===== config.mk =====
export PLATFORM = sky130hd
export DESIGN_NAME = alu_sequencer_flat
export DESIGN_NICKNAME = d
export VERILOG_FILES = /design/src/rtl/alu_sequencer_if.sv /design/src/rtl/alu_sequencer.sv /design/src/flat_wrapper.sv
export SDC_FILE = /design/constraint.sdc
export NUM_CORES = 1
export LEC_CHECK = 0
export BUFFER_PORTS_ARGS = -buffer_cell sky130_fd_sc_hd__buf_2
export CORE_UTILIZATION = 25
export CTS_BUF_LIST = sky130_fd_sc_hd__clkbuf_8
export CTS_CLUSTER_SIZE = 8
export DETAILED_ROUTE_END_ITERATION = 10
export GPL_TIMING_DRIVEN = 0
export RECOVER_POWER = 100
export SYNTH_ARGS = -nofsm -noshare
export SYNTH_HDL_FRONTEND = slang
export SYNTH_SLANG_ARGS = --single-unit

===== constraint.sdc =====
create_clock -name clock -period 2.9 [get_ports clock]
set_input_delay 0 -clock clock [delete_from_list [all_inputs] [get_ports clock]]
set_output_delay 0 -clock clock [all_outputs]
set_load 0.005 [all_outputs]

===== src/rtl/alu_sequencer_if.sv =====
// alu_sequencer_if: command/response handshake plus the operand/result bus
// shared between the ALU sequencer and the external combinational ALU.
interface alu_sequencer_if;
  logic       req_valid;
  logic       req_ready;
  logic [2:0] req_op;
  logic [7:0] req_operand;
  logic [7:0] alu_a;
  logic [7:0] alu_b;
  logic [2:0] alu_sel;
  logic [7:0] alu_result;
  logic [3:0] alu_nzvc;
  logic [7:0] acc;
  logic [3:0] ccr;
  logic       rsp_valid;
  logic       rsp_ready;
  logic [7:0] rsp_data;
  logic       rsp_taken;

  // Sequencer side: consumes commands and ALU results, produces responses
  modport slave (
    input  req_valid, req_op, req_operand, alu_result, alu_nzvc, rsp_ready,
    output req_ready, alu_a, alu_b, alu_sel, acc, ccr, rsp_valid, rsp_data, rsp_taken
  );

  // Issuer side: produces commands and ALU results, consumes responses
  modport master (
    output req_valid, req_op, req_operand, alu_result, alu_nzvc, rsp_ready,
    input  req_ready, alu_a, alu_b, alu_sel, acc, ccr, rsp_valid, rsp_data, rsp_taken
  );
endinterface


===== src/rtl/alu_sequencer.sv =====
// alu_sequencer: accepts one command at a time, feeds registered operands to an
// external ALU, writes the result back into the accumulator and condition code
// register, and returns the accumulator (plus a branch-test bit) as a response.
module alu_sequencer #(
  parameter logic [7:0] RESET_ACC = 8'h00
) (
  input logic            clock,
  input logic            reset,
  alu_sequencer_if.slave bus
);

  typedef enum logic [1:0] {
    IDLE = 2'd0,
    EXEC = 2'd1,
    RESP = 2'd2
  } state_t;

  localparam logic [2:0] OP_LOAD   = 3'd6;
  localparam logic [2:0] OP_BRANCH = 3'd7;

  state_t     r_state;
  state_t     w_nextState;
  logic [7:0] r_acc;
  logic [3:0] r_ccr;
  logic [7:0] r_aluA;
  logic [7:0] r_aluB;
  logic [2:0] r_aluSel;
  logic       r_rspTaken;
  logic       w_reqReady;
  logic       w_rspValid;
  logic       w_accept;
  logic       w_isAluOp;
  logic       w_condTaken;

  assign w_accept  = w_reqReady && bus.req_valid;
  assign w_isAluOp = (bus.req_op != OP_LOAD) && (bus.req_op != OP_BRANCH);

  // State register; reset drops straight back to IDLE, abandoning any command
  always_ff @(posedge clock or negedge reset) begin
    if (!reset) begin
      r_state <= IDLE;
    end else begin
      r_state <= w_nextState;
    end
  end

  // Next-state and handshake outputs; ALU ops detour through EXEC, LOAD and BRANCH-TEST go straight to RESP
  always_comb begin
    w_nextState = r_state;
    w_reqReady  = 1'b0;
    w_rspValid  = 1'b0;
    case (r_state)
      IDLE: begin
        w_reqReady = 1'b1;
        if (bus.req_valid) begin
          w_nextState = w_isAluOp ? EXEC : RESP;
        end
      end
      EXEC: begin
        w_nextState = RESP;
      end
      RESP: begin
        w_rspValid = 1'b1;
        if (bus.rsp_ready) begin
          w_nextState = IDLE;
        end
      end
      default: begin
        w_nextState = IDLE;
      end
    endcase
  end

  // Branch condition evaluated against the flags as they stand at accept; ccr is [N,Z,V,C]
  always_comb begin
    w_condTaken = 1'b0;
    case (bus.req_operand[2:0])
      3'd0:    w_condTaken = 1'b1;
      3'd1:    w_condTaken = r_ccr[3];
      3'd2:    w_condTaken = !r_ccr[3];
      3'd3:    w_condTaken = r_ccr[2];
      3'd4:    w_condTaken = !r_ccr[2];
      3'd5:    w_condTaken = r_ccr[1];
      3'd6:    w_condTaken = !r_ccr[1];
      default: w_condTaken = r_ccr[0];
    endcase
  end

  // Accumulator and flags: LOAD writes at accept (keeping V/C), ALU ops write back from EXEC
  always_ff @(posedge clock or negedge reset) begin
    if (!reset) begin
      r_acc <= RESET_ACC;
      r_ccr <= 4'b0000;
    end else if (w_accept && (bus.req_op == OP_LOAD)) begin
      r_acc <= bus.req_operand;
      r_ccr <= {bus.req_operand[7], (bus.req_operand == 8'h00), r_ccr[1:0]};
    end else if (r_state == EXEC) begin
      r_acc <= bus.alu_result;
      r_ccr <= bus.alu_nzvc;
    end
  end

  // Operands to the external ALU are captured only when an ALU op is accepted and held otherwise
  always_ff @(posedge clock or negedge reset) begin
    if (!reset) begin
      r_aluA   <= 8'h00;
      r_aluB   <= 8'h00;
      r_aluSel <= 3'd0;
    end else if (w_accept && w_isAluOp) begin
      r_aluA   <= r_acc;
      r_aluB   <= bus.req_operand;
      r_aluSel <= bus.req_op;
    end
  end

  // Branch result latched at accept of BRANCH-TEST, cleared by any other command
  always_ff @(posedge clock or negedge reset) begin
    if (!reset) begin
      r_rspTaken <= 1'b0;
    end else if (w_accept) begin
      r_rspTaken <= (bus.req_op == OP_BRANCH) ? w_condTaken : 1'b0;
    end
  end

  assign bus.req_ready = w_reqReady;
  assign bus.rsp_valid = w_rspValid;
  assign bus.rsp_data  = r_acc;
  assign bus.rsp_taken = r_rspTaken;
  assign bus.acc       = r_acc;
  assign bus.ccr       = r_ccr;
  assign bus.alu_a     = r_aluA;
  assign bus.alu_b     = r_aluB;
  assign bus.alu_sel   = r_aluSel;

endmodule


===== src/flat_wrapper.sv =====
// flat-port wrapper written by rule: the top's interface ports become plain ports
module alu_sequencer_flat 
#(
  parameter logic [7:0] RESET_ACC = 8'h00
)
  (clock, reset, bus_req_valid, bus_req_op, bus_req_operand, bus_alu_result, bus_alu_nzvc, bus_rsp_ready, bus_req_ready, bus_alu_a, bus_alu_b, bus_alu_sel, bus_acc, bus_ccr, bus_rsp_valid, bus_rsp_data, bus_rsp_taken);
  alu_sequencer_if bus_i ();
  input logic clock;
  input logic reset;
  input wire logic [$bits(bus_i.req_valid)-1:0] bus_req_valid;
  input wire logic [$bits(bus_i.req_op)-1:0] bus_req_op;
  input wire logic [$bits(bus_i.req_operand)-1:0] bus_req_operand;
  input wire logic [$bits(bus_i.alu_result)-1:0] bus_alu_result;
  input wire logic [$bits(bus_i.alu_nzvc)-1:0] bus_alu_nzvc;
  input wire logic [$bits(bus_i.rsp_ready)-1:0] bus_rsp_ready;
  output wire logic [$bits(bus_i.req_ready)-1:0] bus_req_ready;
  output wire logic [$bits(bus_i.alu_a)-1:0] bus_alu_a;
  output wire logic [$bits(bus_i.alu_b)-1:0] bus_alu_b;
  output wire logic [$bits(bus_i.alu_sel)-1:0] bus_alu_sel;
  output wire logic [$bits(bus_i.acc)-1:0] bus_acc;
  output wire logic [$bits(bus_i.ccr)-1:0] bus_ccr;
  output wire logic [$bits(bus_i.rsp_valid)-1:0] bus_rsp_valid;
  output wire logic [$bits(bus_i.rsp_data)-1:0] bus_rsp_data;
  output wire logic [$bits(bus_i.rsp_taken)-1:0] bus_rsp_taken;
  assign bus_i.req_valid = bus_req_valid;
  assign bus_i.req_op = bus_req_op;
  assign bus_i.req_operand = bus_req_operand;
  assign bus_i.alu_result = bus_alu_result;
  assign bus_i.alu_nzvc = bus_alu_nzvc;
  assign bus_i.rsp_ready = bus_rsp_ready;
  assign bus_req_ready = bus_i.req_ready;
  assign bus_alu_a = bus_i.alu_a;
  assign bus_alu_b = bus_i.alu_b;
  assign bus_alu_sel = bus_i.alu_sel;
  assign bus_acc = bus_i.acc;
  assign bus_ccr = bus_i.ccr;
  assign bus_rsp_valid = bus_i.rsp_valid;
  assign bus_rsp_data = bus_i.rsp_data;
  assign bus_rsp_taken = bus_i.rsp_taken;
  alu_sequencer #(.RESET_ACC(RESET_ACC)) u_core (.clock(clock), .reset(reset), .bus(bus_i));
endmodule

Yosys cells after proc, flatten, opt, wreduce, memory -nomap -nowiden
Cells that the tools add are included.
- register bits after elaboration: 34
- word-level logic and storage cells: 48
- input bits: 27
- output and inout port bits: 42
- multiplexer cells: 12
- equality and inequality tests: 14
- reduce and logical (&&, ||, !) cells: 13
- bitwise logic cells: 1
- operator list (kind ; number):
    $mux 8 ; 2
    $eq 3x3->1 const B ; 5
    $logic_not 8->1 ; 1
    $mux 4 ; 2
    $pmux 1 s7 ; 1
    $eq 3x2->1 const B ; 2
    $mux 2 ; 3
    $ne 3x3->1 const B ; 2
    $pmux 2 s3 ; 1
    $logic_and 1x1->1 ; 4
    $ne 2x2->1 const B ; 2
    $reduce_and 2->1 ; 2
    $eq 3x1->1 const B ; 1
    $logic_not 1->1 ; 3
    $logic_not 3->1 ; 1
    $mux 1 ; 3
    $eq 2x1->1 const B ; 1
    $eq 2x2->1 const B ; 1
    $logic_not 2->1 ; 1
    $reduce_bool 2->1 ; 1
    $not 1->1 ; 1

Longest topological paths before layout
Gate-level depths: netlist of the first run.
- word-level depth: 6
- depth in mapped cells: 5
- mapped depth without buffers: 3

Least setup slack after synthesis of the first run
OpenSTA, ideal clock, no wires.
- kind: register -> register
- start: register u_core.r_state[0]
- end: register u_core.r_ccr[2], in the netlist u_core.bus.ccr[2]
- library setup time: 0.126 ns
- setup slack: 1.078 ns
- arrival time: 1.696 ns
- data required time: 2.774 ns
- period minus slack after synthesis: 1.822 ns
- cell stages (with the launch flop): 6
- path buffers: 2
- cells stage by stage: dfrtp_1 -> or3b_1 -> buf_6 -> o32a_1 -> buf_6 -> a221o_1
- longest elaborated chain between the ends: 5
- elaborated cells on any way between the ends: 7
- those cells by class: eq/ne (1); mux (2); reduce/logical (4)
- RTL lines (what ; line ; text):
    start, declared ; alu_sequencer.sv:21 ; state_t r_state;
    start signal, assigned ; alu_sequencer.sv:43 ; r_state <= w_nextState;
    $logic_not 2->1 ; alu_sequencer.sv:52 ; case (r_state)
    $mux 1 ; alu_sequencer.sv:52 ;
    $logic_and 1x1->1 ; alu_sequencer.sv:35 ; assign w_accept = w_reqReady && bus.req_valid;
    $logic_and 1x1->1 ; alu_sequencer.sv:94 ; end else if (w_accept && (bus.req_op == OP_LOAD)) begin
    $mux 4 / $reduce_bool 2->1 (equally long branches) ; - ;
    end signal, assigned ; alu_sequencer.sv:96 ; r_ccr <= {bus.req_operand[7], (bus.req_operand == 8'h00), r_ccr[1:0]};
    end signal, assigned ; alu_sequencer.sv:99 ; r_ccr <= bus.alu_nzvc;
    end, declared ; alu_sequencer.sv:24 ; logic [3:0] r_ccr;
Parallel ways exist; a longest one is shown, timed or not.
A chain may end at the register's enable or synchronous reset.

Final worst setup path of the first run
Ends and elaborated chain as after synthesis.

==> results of run 1 <==
## flip-flops by register name, summed over array words and instances (netlist names)
register              count
u_core.bus.rsp_taken      1
u_core.bus.alu_sel        3
u_core.bus.alu_b          8
u_core.bus.alu_a          8
u_core.r_state            2
u_core.bus.acc            8
u_core.bus.ccr            4
## worst min-delay path by stage
| stage | start | end | slack, ps | cells past startpoint |
|---|---|---|---|---|
| floorplan | reset | u_core.bus.acc[0] | -300 | 0 |
| global placement | reset | u_core.bus.alu_sel[1] | 120 | 1 |
| detailed placement | reset | u_core.bus.alu_sel[1] | 130 | 1 |
| CTS | bus_req_operand[6] | u_core.bus.acc[6] | 3 | 2 |
| global route | bus_req_operand[6] | u_core.bus.alu_b[6] | 10 | 2 |
| finish | bus_req_operand[6] | u_core.bus.acc[6] | -7 | 2 |
## power by group through the flow
stage / clock network (mW) / logic, mW / registers [mW]
6_report: 0.522 / 0.722 / 0.842
5_1_grt: 0.563 / 0.809 / 0.872
4_1_cts: 0.542 / 0.772 / 0.843
3_5_place_dp: 0 / 0.759 / 0.851
3_3_place_gp: 0 / 0.746 / 0.844
2_1_floorplan: 0 / 0.388 / 0.849
## cell families after synthesis
group,synth area share (%)
and+or+nand+nor,10.9
AOI/OAI and AO/OA,10.7
DFF,56.2
buffers and inverters,6.70
muxes,15.5
## cell type report
type	count	area, sq um	area share (%)
repair buffers	79	433	20.1
multi-input cells	64	561	26.0
clock inverters	3	68.8	3.19
inverters	3	11.3	0.522
flip-flops and latches	34	851	39.4
plain buffers	12	75.1	3.48
clock buffers	5	68.8	3.19
well taps	72	90.1	4.17
## cells in the final DEF (no fill, tap or decap), drive strengths merged, types with 2 or more instances in the layout
cell	netlist	final
buf	10	53
dfrtp	34	34
clkbuf	2	32
mux2	19	19
dlygate4sd3	0	11
and2	10	10
a221o	10	10
nor2	4	4
inv	3	3
nand2	2	2
or4	2	2
o22a	2	2
mux2i	2	2
bufinv	0	2
## routing by layer
layer | routed length, um | vias up | part of all wire (%) | global-route usage [%]
met3 | 295 | 5 | 7.5 | 4.23
met4 | 33 | 0 | 0.84 | 3.39
met1 | 1790 | 608 | 46 | 16.1
met5 | 0 | - | 0 | 0
met2 | 1790 | 52 | 46 | 21.2
li1 | - | 584 | - | -
## through the flow
stage          std cells  hold WS (ps)
3_5_place_dp         253           129
5_1_grt              272          14.4
6_report             272         -6.64
2_1_floorplan        113          -296
3_3_place_gp         253           123
4_1_cts              272          2.65
## worst max-delay path: stages, from the launching register on
cell and delay (ps):
dfrtp_1 440, or3b_1 380, clkbuf_1 190, o32a_1 360, clkbuf_1 250, a221o_1 410
==> impl_metrics.env, run 1 <==
export IMPL_track_usage_pct=12.9
export IMPL_synthCells=113
export IMPL_pre_cts_slack_ps=932
export IMPL_crit_arrival_ps=2300
export IMPL_antenna_found_initial=0
export IMPL_die_area_sq_um=6370
export IMPL_required_ps=3070
export IMPL_clock_sinks=34
export IMPL_vdd_drop_max_v=0.000350
export IMPL_p_sw_uw=610
export IMPL_crit_start="u_core.r_state[0]"
export IMPL_die_h_um=79.8
export IMPL_reg2reg_to="u_core.bus.ccr[2]"
export IMPL_pwr_share_seq_pct=40.4
export IMPL_routed_via_density=4.59
export IMPL_nets=226
export IMPL_via_count=1249
export IMPL_slew_viol_final=35
export IMPL_finalCriticalPeriod_ps=2130
export IMPL_wl_um=3910
export IMPL_rows=27
export IMPL_synth_common_cells="dfrtp_1 (34), mux2_2 (19), a221o_1 (10), and2_1 (10), buf_4 (8)"
export IMPL_synth_top_area_share_pct=56.2
export IMPL_crit_path_end="u_core.bus.ccr[2]"
export IMPL_ios=69
export IMPL_detail_route_wl_per_cell_um=14.4
export IMPL_worstSetupPathType="register to register"
export IMPL_reg2reg_depth=5
export IMPL_drive_gt1_share_pct=45.0
export IMPL_synth_top_cell_by_area="dfrtp_1"
export IMPL_syn2layout_area_growth_pct=42.7
export IMPL_cts_path_max_buffers=2
export IMPL_end_kind="register"
export IMPL_synth_seq_area_share_pct=56.2
export IMPL_fillers=588
export IMPL_fmax_ghz=0.469
export IMPL_avgSynthCellArea_sq_um=13.4
export IMPL_critPathMaxFanout=10
export IMPL_intPower_mw=1.48
export IMPL_initial_utilization_pct=26.7
export IMPL_grt_pass1_vias=1282
export IMPL_clkTransAtPathRegs_ps=70
export IMPL_dpl_cell_area_sq_um=1940
export IMPL_drc=0
export IMPL_synth_top_cells_by_area="dfrtp_1 (56%), mux2_2 (14%), a221o_1 (6.6%)"
export IMPL_drtIter0Drc=63
export IMPL_synth_async_reset_ratio_pct=100
export IMPL_dieWidth_um=79.8
export IMPL_final_util_pct=38.0
export IMPL_cts_tree="done"
export IMPL_slew_headroom_pct=-25.9
export IMPL_cap_viol_max_count=1
export IMPL_hold_class="input pin to register"
export IMPL_synth_ff_type="dfrtp_1"
export IMPL_synth_cell_types=26
export IMPL_ctsHoldBuffers=11
export IMPL_comb_power_share_pct=34.6
export IMPL_dp_hpwl_um=2740
export IMPL_yosysWarnings=0
export IMPL_finalPower_mw=2.09
export IMPL_ant_nets=0
export IMPL_cts_buffers=5
export IMPL_clkLatencyLatePin_ps=290
export IMPL_ctsHtreeMaxLevel=2
export IMPL_final_area_sq_um=2160
export IMPL_netlist_area_sq_um=1510
export IMPL_cts_root_buf="clkbuf_8"
export IMPL_hold_slack_ps=-6.64
export IMPL_synth_nets=140
export IMPL_status="finished with violations"
export IMPL_hold_viol_final=2
export IMPL_skew_ps=7.83
export IMPL_gp_congestion=0.761
export IMPL_tns_ps=0
export IMPL_post_route_period_util_pct=73.6
export IMPL_failed_checks="negative hold slack, max-capacitance violations, max-slew violations"
export IMPL_grt_pass1_wl_um=6160
export IMPL_synth_edf_count=0
export IMPL_core_region_area_sq_um=5680
export IMPL_powerDensity_nw_per_um2=967
export IMPL_grt_overflow_total=0
export IMPL_leakage_nw=1.04
export IMPL_grt_setup_unrepaired="false"
export IMPL_synth_seq_cells=34
export IMPL_antennaDiodeCount=0
export IMPL_rr_startpoint="u_core.r_state[0]"
export IMPL_worst_pin_slew_ps=1890
export IMPL_postCtsSetupBuffers=0
export IMPL_port_buffers=68
export IMPL_p_clk_share_pct=25.0
export IMPL_setup_ws_ps=767
export IMPL_setup_viol=0
export IMPL_r2r_setup_slack_ps=770
export IMPL_cts_resized_gates=0
export IMPL_synth_most_common_cell="dfrtp_1"
export IMPL_first_pass_iters=4
export IMPL_worst_setup_path_start_kind="register"
export IMPL_grt_max_degree=35
export IMPL_swShare_pct=29.2
Power figures use the tool's default switching activity.
==> run 2: changes to the inputs <==
- clock period: 2.9 -> 2 ns (I/O delays scaled with it)
==> impl_metrics.env, run 2 (synthesis results as in run 1) <==
export IMPL_wl_um=3940
export IMPL_antenna_found_initial=0
export IMPL_grt_overflow_total=0
export IMPL_final_util_pct=38.3
export IMPL_post_route_period_util_pct=95.6
export IMPL_comb_power_share_pct=35.0
export IMPL_worst_setup_path_start_kind="register"
export IMPL_dp_hpwl_um=2740
export IMPL_crit_start="u_core.r_state[0]"
export IMPL_rows=27
export IMPL_cts_path_max_buffers=2
export IMPL_track_usage_pct=12.9
export IMPL_gp_congestion=0.761
export IMPL_finalCriticalPeriod_ps=1910
export IMPL_routed_via_density=4.59
export IMPL_via_count=1249
export IMPL_ant_nets=0
export IMPL_rr_startpoint="u_core.r_state[0]"
export IMPL_clkTransAtPathRegs_ps=70
export IMPL_initial_utilization_pct=26.7
export IMPL_intPower_mw=2.16
export IMPL_fmax_ghz=0.523
export IMPL_critPathMaxFanout=10
export IMPL_hold_viol_final=2
export IMPL_postCtsSetupBuffers=0
export IMPL_antennaDiodeCount=0
export IMPL_ios=69
export IMPL_worst_pin_slew_ps=889
export IMPL_status="finished with violations"
export IMPL_grt_max_degree=35
export IMPL_grt_pass1_vias=1282
export IMPL_worstSetupPathType="register to register"
export IMPL_skew_ps=8.04
export IMPL_pre_cts_slack_ps=32.2
export IMPL_die_area_sq_um=6370
export IMPL_required_ps=2170
export IMPL_p_clk_share_pct=24.9
export IMPL_tns_ps=0
export IMPL_cts_tree="done"
export IMPL_port_buffers=68
export IMPL_cts_buffers=5
export IMPL_crit_arrival_ps=2080
export IMPL_setup_viol=0
export IMPL_powerDensity_nw_per_um2=1400
export IMPL_setup_ws_ps=87.3
export IMPL_core_region_area_sq_um=5680
export IMPL_clock_sinks=34
export IMPL_die_h_um=79.8
export IMPL_nets=226
export IMPL_clkLatencyLatePin_ps=290
export IMPL_detail_route_wl_per_cell_um=14.5
export IMPL_hold_class="input pin to register"
export IMPL_cap_viol_max_count=0
export IMPL_pwr_share_seq_pct=40.1
export IMPL_drc=0
export IMPL_leakage_nw=1.05
export IMPL_drtIter0Drc=68
export IMPL_first_pass_iters=4
export IMPL_hold_start="bus_req_operand[6]"
export IMPL_end_kind="register"
export IMPL_slew_viol_final=0
export IMPL_cts_root_buf="clkbuf_8"
export IMPL_dieWidth_um=79.8
export IMPL_syn2layout_area_growth_pct=43.8
export IMPL_vdd_drop_max_v=0.000507
export IMPL_drive_gt1_share_pct=47.0
export IMPL_p_sw_uw=890
export IMPL_grt_pass1_wl_um=6160
export IMPL_failed_checks="negative hold slack"
export IMPL_swShare_pct=29.2
export IMPL_ctsHtreeMaxLevel=2
export IMPL_grt_setup_unrepaired="false"
export IMPL_hold_slack_ps=-6.86
export IMPL_final_cell_mix="buf_2 (53), dfrtp_1 (34), mux2_2 (19), clkbuf_1 (14), dlygate4sd3_1 (11)"
export IMPL_layout_commonest_cell="buf_2"
export IMPL_slew_headroom_pct=40.7
-- run 2: layer usage --
metal	track usage (%)	part of all wire (%)
met1	16.1	46
met4	3.39	0.84
met3	4.23	7.6
met5	0	0
met2	21.2	46
-- run 2: through the flow --
stage	total power, mW	area (sq um)	cells
floorplan	1.79	1510	113
global route	3.27	2180	272
CTS	3.13	2190	272
finish	3.05	2180	272
global placement	2.31	1940	253
detailed placement	2.34	1940	253
-- run 2: final timing paths --
check	to	slack [ps]	cells after the start
hold reg to reg	u_core.bus.alu_sel[1]	490	1
setup reg to reg	u_core.bus.ccr[2]	90	5
min in group asynchronous	u_core.bus.ccr[3]	380	2
hold / removal	u_core.bus.acc[6]	-7	2
setup / recovery	u_core.bus.ccr[2]	90	5
max in group asynchronous	u_core.bus.alu_b[3]	1060	2
-- run 2: power groups by stage --
stage / Combinational [mW] / Clock, mW / Sequential (mW)
finish: 1.07 / 0.758 / 1.22
global route: 1.19 / 0.817 / 1.26
CTS: 1.12 / 0.786 / 1.22
detailed placement: 1.10 / 0 / 1.23
global placement: 1.08 / 0 / 1.22
floorplan: 0.563 / 0 / 1.23
-- run 2: repair_timing --
action / CTS / global route
resized for setup: 0 / 2
hold buffers: 11 / 0
setup endpoints to repair: 0 / 9
hold endpoints to repair: 47 / 0
-- run 2: layout make-up --
type / instances / area [sq um]
Buffer: 12 / 91.3
Clock buffer: 5 / 68.8
Clock inverter: 3 / 68.8
Fill cell: 586 / 3500
Inverter: 3 / 11.3
Multi-Input combinational cell: 64 / 561
Sequential cell: 34 / 851
Tap cell: 72 / 90.1
Timing Repair Buffer: 79 / 434
-- run 2: worst max-delay path, stage by stage, from the launching register on --
cell	delay (ps)
dfrtp_1	430
or3b_1	400
buf_6	140
o32a_1	330
buf_6	150
a221o_1	340
==> run 3: changes to the inputs <==
- HOLD_SLACK_MARGIN: default -> 0.12
- REMOVE_ABC_BUFFERS: default -> 1
==> impl_metrics.env, run 3 (synthesis results as in run 1) <==
export IMPL_grt_max_degree=35
export IMPL_port_buffers=68
export IMPL_syn2layout_area_growth_pct=45.7
export IMPL_worst_setup_path_start_kind="register"
export IMPL_reg2reg_depth=3
export IMPL_routed_via_density=4.66
export IMPL_dp_hpwl_um=2590
export IMPL_post_route_period_util_pct=95.2
export IMPL_hold_viol_final=0
export IMPL_vdd_drop_max_v=0.000409
export IMPL_cap_viol_max_count=0
export IMPL_ctsHtreeMaxLevel=2
export IMPL_gp_congestion=0.766
export IMPL_layout_commonest_cell="buf_2"
export IMPL_antenna_found_initial=0
export IMPL_tns_ps=0
export IMPL_cts_path_max_buffers=2
export IMPL_grt_pass1_wl_um=6150
export IMPL_grt_pass1_vias=1240
export IMPL_critPathMaxFanout=10
export IMPL_slew_headroom_pct=34.9
export IMPL_required_ps=2170
export IMPL_antennaDiodeCount=0
export IMPL_wl_um=4100
export IMPL_dieWidth_um=79.8
export IMPL_via_count=1286
export IMPL_final_util_pct=38.8
export IMPL_status="complete, no violations"
export IMPL_first_pass_iters=4
export IMPL_clock_sinks=34
export IMPL_clkTransAtPathRegs_ps=70
export IMPL_final_cell_mix="buf_2 (45), dfrtp_1 (34), dlygate4sd3_1 (27), clkbuf_1 (20), mux2_2 (19)"
export IMPL_cts_buffers=5
export IMPL_die_h_um=79.8
export IMPL_detail_route_wl_per_cell_um=14.9
export IMPL_initial_utilization_pct=26.7
export IMPL_drive_gt1_share_pct=37.7
export IMPL_cts_tree="done"
export IMPL_setup_viol=0
export IMPL_hold_slack_ps=356
export IMPL_ios=69
export IMPL_rows=27
export IMPL_die_area_sq_um=6370
export IMPL_crit_arrival_ps=2070
export IMPL_slew_viol_final=0
export IMPL_drtIter0Drc=23
export IMPL_powerDensity_nw_per_um2=1240
export IMPL_skew_ps=6.83
export IMPL_leakage_nw=1.03
export IMPL_grt_setup_unrepaired="false"
export IMPL_track_usage_pct=13.0
export IMPL_worst_pin_slew_ps=975
export IMPL_end_kind="register"
export IMPL_clkLatencyLatePin_ps=280
export IMPL_worstSetupPathType="register to register"
export IMPL_fmax_ghz=0.525
export IMPL_drc=0
export IMPL_ant_nets=0
export IMPL_cts_root_buf="clkbuf_8"
export IMPL_grt_overflow_total=0
export IMPL_finalCriticalPeriod_ps=1900
export IMPL_hold_class="input pin to asynchronous set/reset pin"
export IMPL_core_region_area_sq_um=5680
export IMPL_nets=230
run 3: final cells by class:
class                   instances  area (sq um)
fillers                       562          3470
flip-flops and latches         34           851
repair buffers                 95           584
multi-input cells              64           576
well taps                      72          90.1
clock buffers                   6          82.6
inverters                       3          11.3
clock inverters                 2          8.76
run 3: through the flow:
stage,setup WS [ps],instance area [sq um],cells,power (mW)
floorplan,201,1420,101,1.67
global placement,28.1,1850,241,2.18
detailed placement,2.04,1850,241,2.21
CTS,34.9,2220,276,2.79
global route,52.3,2200,276,2.95
finish,95.1,2200,276,2.73
run 3: final timing paths:
check | end | slack (ps) | start
min | u_core.bus.alu_sel[1] | 360 | reset
max reg2reg | u_core.bus.ccr[2] | 100 | u_core.r_state[0]
max in group asynchronous | u_core.bus.alu_a[1] | 1090 | reset
max | u_core.bus.ccr[2] | 100 | u_core.r_state[0]
min in group clock | u_core.bus.ccr[0] | 500 | bus_alu_nzvc[0]
min reg2reg | u_core.bus.alu_a[4] | 500 | u_core.bus.alu_a[4]
run 3: critical path, cell delays in order, from the launching register on:
cell and delay, ps:
dfrtp_1 440, or3b_4 470, o32a_2 500, a221o_1 380
run 3: timing repair:
item	in CTS	in global routing
hold buffers	27	0
endpoints found under the setup margin	1	27
resized for setup	1	3
buffers inserted	0	0
hold endpoints to repair	58	0
run 3: routing by layer:
metal / share of wire (%) / wire length, um / global-route usage, %
met5: 0 / 0 / 0
met4: 1.7 / 68 / 5.00
met3: 7.1 / 291 / 3.66
met2: 46 / 1890 / 20.5
met1: 45 / 1850 / 16.8
run 3: power breakdown:
group / switching, mW / internal [mW] / total, mW
registers: 0.222 / 1.00 / 1.22
clock network: 0.242 / 0.272 / 0.514
logic: 0.414 / 0.578 / 0.993
